## src/rtl/iterative_multiplier.sv

```systemverilog
// Multi-cycle unsigned MUL/MLA: streams one nibble pair per cycle through a 4x4
// multiplier and accumulates shifted partial products into a 2*WIDTH-bit result.

module iterative_multiplier_mul4x4 (
  input  logic [3:0] a,
  input  logic [3:0] b,
  output logic [7:0] p
);

  always_comb begin
    p = '0;
    for (int unsigned r = 0; r < 4; r++) begin
      if (b[r]) begin
        p = p + (8'(a) << r);
      end
    end
  end

endmodule

module iterative_multiplier #(
  parameter int unsigned WIDTH = 16
) (
  input  logic                 clk,
  input  logic                 reset,
  input  logic                 in_valid,
  output logic                 in_ready,
  input  logic [WIDTH-1:0]     a,
  input  logic [WIDTH-1:0]     b,
  input  logic [WIDTH-1:0]     c,
  input  logic                 acc_en,
  output logic                 out_valid,
  input  logic                 out_ready,
  output logic [2*WIDTH-1:0]   product
);

  localparam int unsigned N     = WIDTH / 4;
  localparam int unsigned STEPS = N * N;
  localparam int unsigned KW    = (STEPS > 1) ? $clog2(STEPS) : 1;

  typedef enum logic [1:0] {
    IDLE,
    RUN,
    DONE
  } state_e;

  state_e               state_q, state_d;
  logic [KW-1:0]        k_q, k_d;
  logic [WIDTH-1:0]     a_q, a_d;
  logic [WIDTH-1:0]     b_q, b_d;
  logic [2*WIDTH-1:0]   acc_q, acc_d;

  logic [KW-1:0]        idx_i, idx_j;
  logic [KW:0]          sh_nib;
  logic [3:0]           nib_a, nib_b;
  logic [7:0]           pp;
  logic [2*WIDTH-1:0]   pp_shifted;
  logic [2*WIDTH-1:0]   acc_sum;
  logic                 last_step;

  iterative_multiplier_mul4x4 u_mul4x4 (
    .a (nib_a),
    .b (nib_b),
    .p (pp)
  );

  // Step k walks a's nibbles fastest: i = k mod N, j = k div N.
  always_comb begin
    idx_i      = KW'(32'(k_q) % N);
    idx_j      = KW'(32'(k_q) / N);
    sh_nib     = {1'b0, idx_i} + {1'b0, idx_j};
    nib_a      = 4'(a_q >> {idx_i, 2'b00});
    nib_b      = 4'(b_q >> {idx_j, 2'b00});
    pp_shifted = {{(2*WIDTH-8){1'b0}}, pp} << {sh_nib, 2'b00};
    acc_sum    = acc_q + pp_shifted;
    last_step  = (k_q == KW'(STEPS - 1));
  end

  always_ff @(posedge clk) begin
    if (reset) begin
      state_q <= IDLE;
      k_q     <= '0;
      a_q     <= '0;
      b_q     <= '0;
      acc_q   <= '0;
    end else begin
      state_q <= state_d;
      k_q     <= k_d;
      a_q     <= a_d;
      b_q     <= b_d;
      acc_q   <= acc_d;
    end
  end

  always_comb begin
    state_d = state_q;
    k_d     = k_q;
    a_d     = a_q;
    b_d     = b_q;
    acc_d   = acc_q;
    case (state_q)
      IDLE: begin
        if (in_valid) begin
          state_d = RUN;
          k_d     = '0;
          a_d     = a;
          b_d     = b;
          acc_d   = acc_en ? {{WIDTH{1'b0}}, c} : '0;
        end
      end
      RUN: begin
        acc_d = acc_sum;
        if (last_step) begin
          state_d = DONE;
          k_d     = '0;
        end else begin
          k_d = k_q + KW'(1);
        end
      end
      DONE: begin
        if (out_ready) begin
          state_d = IDLE;
        end
      end
      default: begin
        state_d = IDLE;
      end
    endcase
  end

  always_comb begin
    in_ready  = (state_q == IDLE);
    out_valid = (state_q == DONE);
    product   = acc_q;
  end

endmodule
```

## config.mk

```make
export PLATFORM = sky130hd
export DESIGN_NAME = iterative_multiplier
export DESIGN_NICKNAME = d
export VERILOG_FILES = /design/src/rtl/iterative_multiplier.sv
export SDC_FILE = /design/constraint.sdc
export NUM_CORES = 1
export LEC_CHECK = 0
export ABC_CLOCK_PERIOD_IN_PS = 6500
export CAP_MARGIN = 5
export CELL_PAD_IN_SITES_DETAIL_PLACEMENT = 1
export CELL_PAD_IN_SITES_GLOBAL_PLACEMENT = 1
export CORE_MARGIN = 2
export CORE_UTILIZATION = 36
export DETAILED_ROUTE_END_ITERATION = 16
export PLACE_DENSITY = 0.78
export SLEW_MARGIN = 20
export SYNTH_ARGS = -nofsm -noshare
export SYNTH_HDL_FRONTEND = slang
export SYNTH_HIERARCHICAL = 1
export SYNTH_SLANG_ARGS = --single-unit
export TNS_END_PERCENT = 30
```

## constraint.sdc

```tcl
create_clock -name clk -period 6.5 [get_ports clk]
set_input_delay 1.3 -clock clk [delete_from_list [all_inputs] [get_ports clk]]
set_output_delay 1.3 -clock clk [all_outputs]
set_load 0.02 [all_outputs]
```

### Yosys cells after proc, flatten, opt, wreduce, memory -nomap -nowiden

Cells that the tools add are included.

* register bits after elaboration: 70
* input bits: 53
* word-level logic and storage cells: 39

* add/subtract/negate cells: 6
* equal/unequal tests: 6
* shifts and indexed selects: 3
* multiplexer cells: 14
* reductions and logical operators: 5

Operator list (count)
* 32-bit one-hot mux with 2 select lines: 1
* 32-bit adder: 1
* 32-bit 2-to-1 mux: 1
* 8-bit by 5-bit << shifter with 32-bit output: 1
* 16-bit by 4-bit >> shifter with 4-bit output: 2
* 8-bit 2-to-1 mux: 3
* 16-bit 2-to-1 mux: 1
* 4-bit 2-to-1 mux: 3
* 8-bit by 5-bit adder with 8-bit output: 1
* 8-bit by 6-bit adder with 8-bit output: 1
* 8-bit by 7-bit adder with 8-bit output: 1
* 4-bit one-hot mux with 2 select lines: 1
* 2-bit 2-to-1 mux: 3
* 2-bit one-hot mux with 3 select lines: 1
* 4-bit by 1-bit adder with 4-bit output, second input constant: 1
* 4-bit equality test, second input constant: 1
* 2-bit != test, second input constant: 2
* 2-bit AND reduction: 2
* 2-bit by 2-bit adder with 3-bit output: 1
* 3-bit AND reduction: 1
* 2-bit by 1-bit equality test with 1-bit output, second input constant: 1
* 2-bit equality test, second input constant: 1
* 2-bit logical NOT: 1
* 2-bit by 1-bit != test with 1-bit output, second input constant: 1
* 2-bit nonzero test: 1

### Logic depth before layout (Yosys ltp)

Gate-level depths: netlist of run 1.

* depth in word-level cells: 11
* depth in mapped cells: 31

### By module

Netlist of run 1, hierarchy kept.

By module, submodules not included
* iterative_multiplier: times used 1, cells each 620, area each 4834.6 µm², sequential area each 1401.3 µm²
* iterative_multiplier_mul4x4: times used 1, cells each 69, area each 563.0 µm², sequential area each 0.0 µm²

### Worst setup path after synthesis of run 1

OpenSTA, ideal clock, no wires.

* path kind: flip-flop to flip-flop
* from: register k_q[0]
* to: register acc_q[24] (netlist: product[24])
* arrival time: 6502 ps
* slack: -127 ps
* stages on the path, launching flop included: 29
* path buffers: 1
* cell sequence: dfxtp_1 -> clkbuf_1 -> mux4_2 -> and2_1 -> ha_1 -> inv_1 -> fa_1 -> mux2i_1 -> ha_1 -> inv_1 -> fa_1 -> nand2_1 -> a21boi_1 -> ha_1 -> fa_1 -> xor2_1 -> a32oi_1 -> o31ai_1 -> mux2i_1 -> nor2_1 -> ha_1 -> and3_1 -> a221oi_2 -> nor3_2 -> a311oi_2 -> o31ai_1 -> a311oi_1 -> xor2_1 -> o21ai_1

* longest elaborated chain between the ends: 11
* elaborated cells on any way between the ends: 12
* classes of those cells: add/sub: 5; shift: 2; mux: 5

RTL lines
* start, declared: line 48 `logic [KW-1:0] k_q, k_d;`
* start signal, assigned: line 88 `k_q <= k_d;`
* 16-bit by 4-bit >> shifter with 4-bit output (*): line 72 `nib_a = 4'(a_q >> {idx_i, 2'b00});`
* named net nib_a[1]: line 55 `logic [3:0] nib_a, nib_b;`
* 4-bit 2-to-1 mux: line 13 `if (b[r]) begin`
* 8-bit by 5-bit adder with 8-bit output: line 14 `p = p + (8'(a) << r);`
* 8-bit 2-to-1 mux: line 13
* 8-bit by 6-bit adder with 8-bit output: line 14
* 8-bit 2-to-1 mux: line 13
* 8-bit by 7-bit adder with 8-bit output: line 14
* 8-bit 2-to-1 mux (*): line 13
* named net pp[5]: line 56 `logic [7:0] pp;`
* 8-bit by 5-bit << shifter with 32-bit output (*): line 74 `pp_shifted = {{(2*WIDTH-8){1'b0}}, pp} << {sh_nib, 2'b00};`
* 32-bit adder (*): line 75 `acc_sum = acc_q + pp_shifted;`
* 32-bit one-hot mux with 2 select lines (*): line 101 `case (state_q)`
* end signal, assigned: line 85 `acc_q <= '0;`
* end signal, assigned: line 91 `acc_q <= acc_d;`
* end, declared: line 51 `logic [2*WIDTH-1:0] acc_q, acc_d;`

Mark *: on every way through the listed nets, which the timed path passes. The rest lies on a longest branch.
A chain may end at the register's enable or synchronous reset.

### Final worst setup path of run 1

* from: register k_q[0]
* to: register acc_q[31] (netlist: product[31])

The elaborated chain is that of the path after synthesis.

==> results.sh, run 1 <==
export IMPL_p_int_mw=0.962
export IMPL_setup_slack_ps=-235
export IMPL_avgSynthCellArea_sq_um=7.83
export IMPL_yosysMostFrequentCell="nand2_1"
export IMPL_critical_path_arrival_ps=7030
export IMPL_synth_top_cell_area_share_pct=26.0
export IMPL_violations="setup timing"
export IMPL_synth_cells=689
export IMPL_cts_tree="built"
export IMPL_grt_pass1_vias=6076
export IMPL_maxCapViolCount=0
export IMPL_fmax_mhz=148
export IMPL_rsz0062_at_grt="yes"
export IMPL_hold_viol_final=0
export IMPL_first_pass_iters=4
export IMPL_area_delta_synth_final_pct=44.1
export IMPL_synth_seq_cells=70
export IMPL_dieWidth_um=126
export IMPL_num_rows=44
export IMPL_worst_ep_required_time_ps=6800
export IMPL_path_buf_inv=3
export IMPL_dpl_cell_count=969
export IMPL_design_final_nets=937
export IMPL_clock_latency_ps=350
export IMPL_drc=0
export IMPL_synth_edf_count=0
export IMPL_dp_hpwl_um=14000
export IMPL_antenna_found_initial=0
export IMPL_fin_worst_skew_ps=6.65
export IMPL_seqPwrFrac_pct=34.4
export IMPL_rr_worst_depth=28
export IMPL_postRouteAntennaNets=0
export IMPL_wl_per_cell_um=21.0
export IMPL_die_y_um=126
export IMPL_netSwitchingPower_mw=0.450
export IMPL_finalPower_mw=1.41
export IMPL_grt_usage_pct=24.2
export IMPL_setup_viol=18
export IMPL_total_leakage_power_nw=3.27
export IMPL_crit_fanout=3
export IMPL_numCtsBuffers=9
export IMPL_place_congestion=0.905
export IMPL_min_delay_start="a_q[4]"
export IMPL_synthTopCellsByArea="dfxtp_1 26%, ha_1 10%, nand2_1 8.1%"
export IMPL_hold_class="reg -> reg"
export IMPL_port_buffers=86
export IMPL_critical_path_max_stage_delay_ps=530
export IMPL_viasPerCell=5.80
export IMPL_dieArea_sq_um=16000
export IMPL_status="finished, violations left"
export IMPL_yosysSeqAreaShare_pct=26.0
export IMPL_r2r_end="product[31]"
export IMPL_report_final_slew_viol_count=0
export IMPL_drive_gt1_share_pct=24.3
export IMPL_rr_startpoint="k_q[0]"
export IMPL_worst_ir_drop_vdd_mv=0.113
export IMPL_slew_limit_headroom_pct=29.6
export IMPL_power_density_nw_per_um2=181
export IMPL_comb_power_share_pct=27.0
export IMPL_path_depth=28
export IMPL_clock_root_buffer="clkbuf_16"
export IMPL_hold_buffers=0
export IMPL_initial_core_util_pct=37.0
export IMPL_cp_top_family="adder cells"
export IMPL_reg2reg_slack_ps=-230
export IMPL_switching_share_pct=31.8
export IMPL_grt_pass1_wl_um=31100
export IMPL_synth_common_cells="117 x nand2_1, 70 x dfxtp_1, 64 x a21oi_1"
export IMPL_htreeDepth=3
export IMPL_fill_cells=1705
export IMPL_synth_top_area_cell="dfxtp_1"
export IMPL_start_kind="flop"
export IMPL_clk_path_buf_depth=2
export IMPL_end_kind="flop"
export IMPL_clkPwrFrac_pct=38.6
export IMPL_crit_end="product[31]"
export IMPL_worst_pin_slew_ps=1050
export IMPL_grt_overflow_total=0
export IMPL_cts_reportedPaths_clkPinSlew_ps=60
export IMPL_min_period_ps=6730
export IMPL_yosys_most_used_dff="dfxtp_1"
export IMPL_synth_nets=792
export IMPL_netlist_area_sq_um=5400
export IMPL_vias=5932
export IMPL_routed_wl_um=21400
export IMPL_boundaryPins=87
export IMPL_critPathSlowestCell="mux4_2"
export IMPL_async_reset_ff_share_pct=0
export IMPL_grt_max_degree=58
export IMPL_startpoint="k_q[0]"
export IMPL_synth_distinct_cells=64
export IMPL_diodes=0
export IMPL_drt_initial_drc_count=347
export IMPL_layoutNonFillerInstCount=1022
export IMPL_core_sq_um=14600
export IMPL_path_class="reg -> reg"
export IMPL_cts_sinks=70
export IMPL_post_route_period_util_pct=104
export IMPL_ys_warn_count=6
[power groups by stage]
stage,Combinational (mW),Sequential (mW),Clock [mW]
global placement,0.306,0.491,0
global route,0.410,0.489,0.569
finish,0.381,0.486,0.544
floorplan,0.177,0.498,0
CTS,0.333,0.484,0.551
detailed placement,0.318,0.492,0
[tightest hold or removal path: stages, from the launching register on]
cell and delay (ps):
dfxtp_1 310, nand2_1 50, a21oi_1 50
[per-layer routing]
metal  up-vias  wire (um)  GRT usage [%]
li1       2772          -              -
met3        34        837           4.18
met2       151      10800           42.4
met5         -          0              0
met4         0        428           7.76
met1      2975       9370           30.0
[cell families (layout without fill, tap and decap cells)]
logic type      after synthesis  in the layout  share of synthesized area, %
flops                        70             70                          26.0
buf+inv                      59            208                          4.26
compound gates              194            194                          24.3
mux                          19             19                          5.47
xor+xnor                     32             32                          5.19
fa+ha+maj                    51             51                          12.5
simple gates                264            264                          22.3
[metrics by stage]
step	util, %	setup TNS [ps]	cell area, sq um	hold WS [ps]	worst slack [ps]
after floorplan	-	0	5400	433	7.27
after global placement	46.0	-18.8	6710	444	-18.1
after detailed placement	46.0	-1970	6710	448	-251
after CTS	49.5	0	7220	456	0.375
after global routing	53.3	-5340	7780	481	-401
final	53.3	-1430	7780	459	-235
[cell usage in the layout (no fill, tap or decap), types with 4 or more instances in the layout]
master / count
nand2_1: 113
and2_1: 6
inv_1: 15
buf_4: 86
ha_2: 4
clkdlybuf4s50_1: 85
clkbuf_16: 9
mux4_2: 8
a31oi_1: 7
nor2b_1: 10
xnor2_1: 14
a21oi_1: 54
mux2i_1: 4
o21ai_2: 4
o21bai_1: 6
nand2b_1: 5
nand4_1: 13
and3_1: 10
a21oi_2: 9
nand3_1: 17
nor2_1: 55
xor2_1: 12
ha_1: 37
a311oi_1: 13
o211ai_1: 6
o21ai_1: 6
dfxtp_1: 68
ha_4: 4
xor2_2: 4
o21ai_0: 17
nor3_1: 7
a21o_1: 22
[sequential cells by signal, summed over array words and instances, names as in the netlist]
signal	count
product	32
k_q	4
b_q	16
state_q	2
a_q	16
[cell type report]
| cell class | instances | area [sq um] | share of cell area, % |
|---|---|---|---|
| clock inverters | 5 | 85.1 | 1.09 |
| clock buffers | 10 | 229 | 2.94 |
| inverters | 17 | 63.8 | 0.820 |
| repair buffers | 176 | 1550 | 19.9 |
| flip-flops and latches | 70 | 1410 | 18.1 |
| multi-input cells | 560 | 4220 | 54.2 |
| well taps | 184 | 230 | 2.96 |
[repair_timing]
action                     CTS  global route
buffers inserted            18            19
setup endpoints to repair   16            23
gates cloned                 0             0
gates resized for setup     15            90
pin swaps                   12            56
[how the worst min path moves through the flow]
stage	endpoint	cells past startpoint
CTS	b_q[1]	2
detailed placement	b_q[1]	2
floorplan	a_q[10]	2
global route	a_q[1]	2
global placement	b_q[15]	2
finish	a_q[4]	2
Power figures use the tool's default switching activity.
==> run 2: changes to the inputs <==
- ABC_CLOCK_PERIOD_IN_PS: 6500 -> 5450
- clock period: 6.5 -> 5.45 ns (I/O delays scaled with it)
==> results.sh, run 2 (synthesis gave the netlist of run 1 again) <==
export IMPL_min_period_ps=6990
export IMPL_final_cell_mix="166 x buf_4, 114 x nand2_1, 85 x clkdlybuf4s50_1"
export IMPL_cts_tree="built"
export IMPL_setup_slack_ps=-1540
export IMPL_rr_startpoint="k_q[0]"
export IMPL_post_route_period_util_pct=128
export IMPL_setup_tns_ps=-35750
export IMPL_cts_sinks=70
export IMPL_antenna_found_initial=0
export IMPL_routed_wl_um=28800
export IMPL_hold_class="reg -> reg"
export IMPL_grt_max_degree=47
export IMPL_largest_reg_flops=32
export IMPL_pre_cts_slack_ps=-1130
export IMPL_layout_commonest_cell="buf_4"
export IMPL_core_sq_um=14600
export IMPL_drive_gt1_share_pct=33.0
export IMPL_worst_ir_drop_vdd_mv=0.268
export IMPL_viasPerCell=6.27
export IMPL_path_class="reg -> reg"
export IMPL_crit_fanout=4
export IMPL_dieWidth_um=126
export IMPL_drc=0
export IMPL_fin_area_sq_um=8480
export IMPL_startpoint="k_q[0]"
export IMPL_hold_path_depth=2
export IMPL_place_area_sq_um=7470
export IMPL_start_kind="flop"
export IMPL_reg2reg_slack_ps=-1540
export IMPL_violations="setup timing"
export IMPL_clock_root_buffer="clkbuf_16"
export IMPL_fin_worst_skew_ps=13.6
export IMPL_hold_buffers=0
export IMPL_grt_usage_pct=31.3
export IMPL_worst_pin_slew_ps=1090
export IMPL_grt_overflow_total=0
export IMPL_postRouteAntennaNets=0
export IMPL_report_final_slew_viol_count=0
export IMPL_dieArea_sq_um=16000
export IMPL_dp_hpwl_um=15600
export IMPL_first_pass_iters=7
export IMPL_boundaryPins=87
export IMPL_drt_initial_drc_count=766
export IMPL_die_y_um=126
export IMPL_initial_core_util_pct=37.0
export IMPL_critPathSlowestCell="fa_2"
export IMPL_min_delay_start="b_q[14]"
export IMPL_fill_cells=1688
export IMPL_num_rows=44
export IMPL_total_leakage_power_nw=3.70
export IMPL_rsz0062_at_grt="yes"
export IMPL_numCtsBuffers=9
export IMPL_clock_latency_ps=380
export IMPL_critical_path_arrival_ps=7270
export IMPL_hold_slack_ps=460
export IMPL_clk_path_buf_depth=2
export IMPL_rr_worst_depth=28
export IMPL_vias=6940
export IMPL_wl_per_cell_um=26.0
export IMPL_hold_viol_final=0
export IMPL_status="finished, violations left"
export IMPL_r2r_end="product[15]"
export IMPL_power_density_nw_per_um2=204
export IMPL_critical_path_max_stage_delay_ps=560
export IMPL_grt_pass1_wl_um=39600
export IMPL_slew_limit_headroom_pct=27.3
export IMPL_design_final_nets=1021
export IMPL_setup_viol=29
export IMPL_area_delta_synth_final_pct=57.2
export IMPL_fmax_mhz=143
export IMPL_cts_reportedPaths_clkPinSlew_ps=70
export IMPL_end_kind="flop"
export IMPL_htreeDepth=3
export IMPL_port_buffers=86
export IMPL_worst_ep_required_time_ps=5730
export IMPL_grt_pass1_vias=7199
export IMPL_final_util_pct=58.2
export IMPL_min_to="b_q[14]"
export IMPL_place_congestion=0.975
export IMPL_maxCapViolCount=0
export IMPL_diodes=0
[run 2: report_power, final]
| group | total [mW] | internal, mW | leakage [nW] | switching (mW) |
|---|---|---|---|---|
| Combinational | 0.526 | 0.230 | 2.99 | 0.296 |
| Clock | 0.618 | 0.320 | 0.137 | 0.298 |
| Sequential | 0.584 | 0.547 | 0.574 | 0.0365 |
| Total | 1.73 | 1.10 | 3.70 | 0.630 |
[run 2: how the worst max path moves through the flow]
stage,slack (ps),cells past startpoint,to
finish,-1540,28,product[15]
global route,-1660,30,product[14]
global placement,-880,27,product[26]
CTS,-930,27,product[31]
floorplan,-700,28,product[24]
detailed placement,-1130,27,product[26]
[run 2: layout make-up]
class	count	area (sq um)	share of cell area, %
timing repair buffer	260	2190	25.8
multi-input combinational	560	4300	50.7
tap	184	230	2.71
sequential	70	1410	16.6
clock inverter	7	63.8	0.752
clock buffer	9	225	2.65
inverter	17	63.8	0.752
[run 2: timing repair]
item	CTS	global route
endpoints found under the setup margin	27	28
resized for setup	67	42
pin swaps	45	47
cloned	0	0
setup buffers	24	11
[run 2: critical path, delay by kind of cell, from the launching register on]
kind                       cells  cell delay [ps]
adders and majority gates      7             2210
AOI/OAI and AO/OA              9             2130
muxes                          2              770
and+or+nand+nor                4              500
xor gates and xnor gates       2              470
buffers and inverters          4              400
DFF                            1              380
[run 2: routing by layer]
layer	track usage, %	vias to the layer above	routed length [um]
met5	0	-	0
li1	-	2943	-
met4	19.7	0	2120
met1	36.0	3347	10900
met3	6.03	188	2360
met2	53.5	462	13400
[run 2: per-stage QoR]
step / power [mW] / cells
2_1_floorplan: 0.816 / 689
3_3_place_gp: 0.994 / 1057
3_5_place_dp: 1.01 / 1057
4_1_cts: 1.64 / 1096
5_1_grt: 1.78 / 1107
6_report: 1.73 / 1107
==> run 3: changes to the inputs <==
- SLEW_MARGIN: 20 -> not set
==> results.sh, run 3 (synthesis gave the netlist of run 1 again) <==
export IMPL_fmax_mhz=145
export IMPL_fin_worst_skew_ps=12.8
export IMPL_hold_viol_final=0
export IMPL_grt_usage_pct=31.3
export IMPL_start_kind="flop"
export IMPL_final_util_pct=58.1
export IMPL_cts_reportedPaths_clkPinSlew_ps=70
export IMPL_dieWidth_um=126
export IMPL_boundaryPins=87
export IMPL_cp_top_family="compound AO/OA/AOI/OAI gates"
export IMPL_postRouteAntennaNets=0
export IMPL_num_rows=44
export IMPL_drt_initial_drc_count=753
export IMPL_report_final_slew_viol_count=0
export IMPL_violations="setup timing"
export IMPL_grt_max_degree=47
export IMPL_design_final_nets=1021
export IMPL_hold_buffers=0
export IMPL_end_kind="flop"
export IMPL_clock_latency_ps=380
export IMPL_place_congestion=0.975
export IMPL_path_buf_inv=6
export IMPL_cts_sinks=70
export IMPL_vias=6936
export IMPL_hold_class="reg -> reg"
export IMPL_layout_commonest_cell="buf_4"
export IMPL_pre_cts_slack_ps=-1130
export IMPL_grt_pass1_wl_um=39600
export IMPL_routed_top_layer="met4"
export IMPL_drc=0
export IMPL_first_pass_iters=7
export IMPL_maxCapViolCount=0
export IMPL_core_sq_um=14600
export IMPL_wl_met2_um=13600
export IMPL_critical_path_arrival_ps=7190
export IMPL_total_leakage_power_nw=3.70
export IMPL_worst_pin_slew_ps=1140
export IMPL_worst_ep_required_time_ps=5730
export IMPL_wl_per_cell_um=25.9
export IMPL_status="finished, violations left"
export IMPL_power_density_nw_per_um2=204
export IMPL_critPathSlowestCell="mux4_2"
export IMPL_dp_hpwl_um=15600
export IMPL_path_class="reg -> reg"
export IMPL_wl_met1_um=10800
export IMPL_setup_viol=29
export IMPL_final_cell_mix="166 x buf_4, 114 x nand2_1, 85 x clkdlybuf4s50_1"
export IMPL_drive_gt1_share_pct=32.9
export IMPL_clock_root_buffer="clkbuf_16"
export IMPL_htreeDepth=3
export IMPL_worst_ir_drop_vdd_mv=0.238
export IMPL_routed_wl_um=28700
export IMPL_port_buffers=86
export IMPL_critical_path_max_stage_delay_ps=540
export IMPL_area_delta_synth_final_pct=57.2
export IMPL_wl_met3_um=2260
export IMPL_crit_top_cell="buf_4"
export IMPL_numCtsBuffers=9
export IMPL_setup_slack_ps=-1460
export IMPL_post_route_period_util_pct=127
export IMPL_crit_fanout=4
export IMPL_grt_overflow_total=0
export IMPL_diodes=0
export IMPL_antenna_found_initial=0
export IMPL_die_y_um=126
export IMPL_reg2reg_slack_ps=-1460
export IMPL_clk_path_buf_depth=2
export IMPL_rsz0062_at_grt="yes"
export IMPL_largest_reg_flops=32
export IMPL_min_period_ps=6910
export IMPL_hold_slack_ps=464
export IMPL_viasPerCell=6.27
export IMPL_slew_limit_headroom_pct=24.3
export IMPL_cts_tree="built"
export IMPL_grt_pass1_vias=7199
export IMPL_initial_core_util_pct=37.0
export IMPL_dieArea_sq_um=16000
## run 3: path summary, 6_finish.rpt
check	startpoint	end	cells after the start
min reg2reg	b_q[14]	b_q[14]	2
max	k_q[0]	product[15]	31
min	b_q[14]	b_q[14]	2
max reg2reg	k_q[0]	product[15]	31
## run 3: per-stage QoR
step	cell area (sq um)	std cells	power, mW	setup TNS, ps
after global placement	7470	1057	0.994	-15840
after CTS	8210	1096	1.64	-19350
final	8480	1107	1.73	-33790
after detailed placement	7470	1057	1.01	-22800
after floorplan	5520	689	0.816	-11260
after global routing	8480	1107	1.78	-38170
## run 3: cell type report
type	count	area, sq um
fill	1714	6110
multi-input combinational	560	4300
timing repair buffer	260	2190
tap	184	230
sequential	70	1410
clock buffer	9	225
inverter	17	63.8
clock inverter	7	63.8
## run 3: routing by layer
| metal | global-route usage (%) | vias to the layer above |
|---|---|---|
| met1 | 36.0 | 3370 |
| met3 | 6.03 | 171 |
| li1 | - | 2943 |
| met2 | 53.5 | 452 |
| met4 | 19.7 | 0 |
| met5 | 0 | - |
## run 3: what timing repair did
item                                    CTS  global route
pin swaps                                45            47
resized for setup                        67            42
endpoints found under the setup margin   27            28
buffers inserted                         24            11
cloned                                    0             0
## run 3: power breakdown
group | total [mW] | internal [mW] | switching (mW) | leakage (nW)
combinational | 0.527 | 0.230 | 0.297 | 2.99
clock | 0.624 | 0.320 | 0.304 | 0.137
sequential | 0.583 | 0.547 | 0.0356 | 0.574
## run 3: worst reg2reg max path: cells and delay by family (launching register included)
family	cells	cell delay, ps
flops	1	370
mux	3	1080
fa+ha+maj	5	1500
simple gates	4	480
buf+inv	6	710
compound gates	10	2040
xor+xnor	3	640
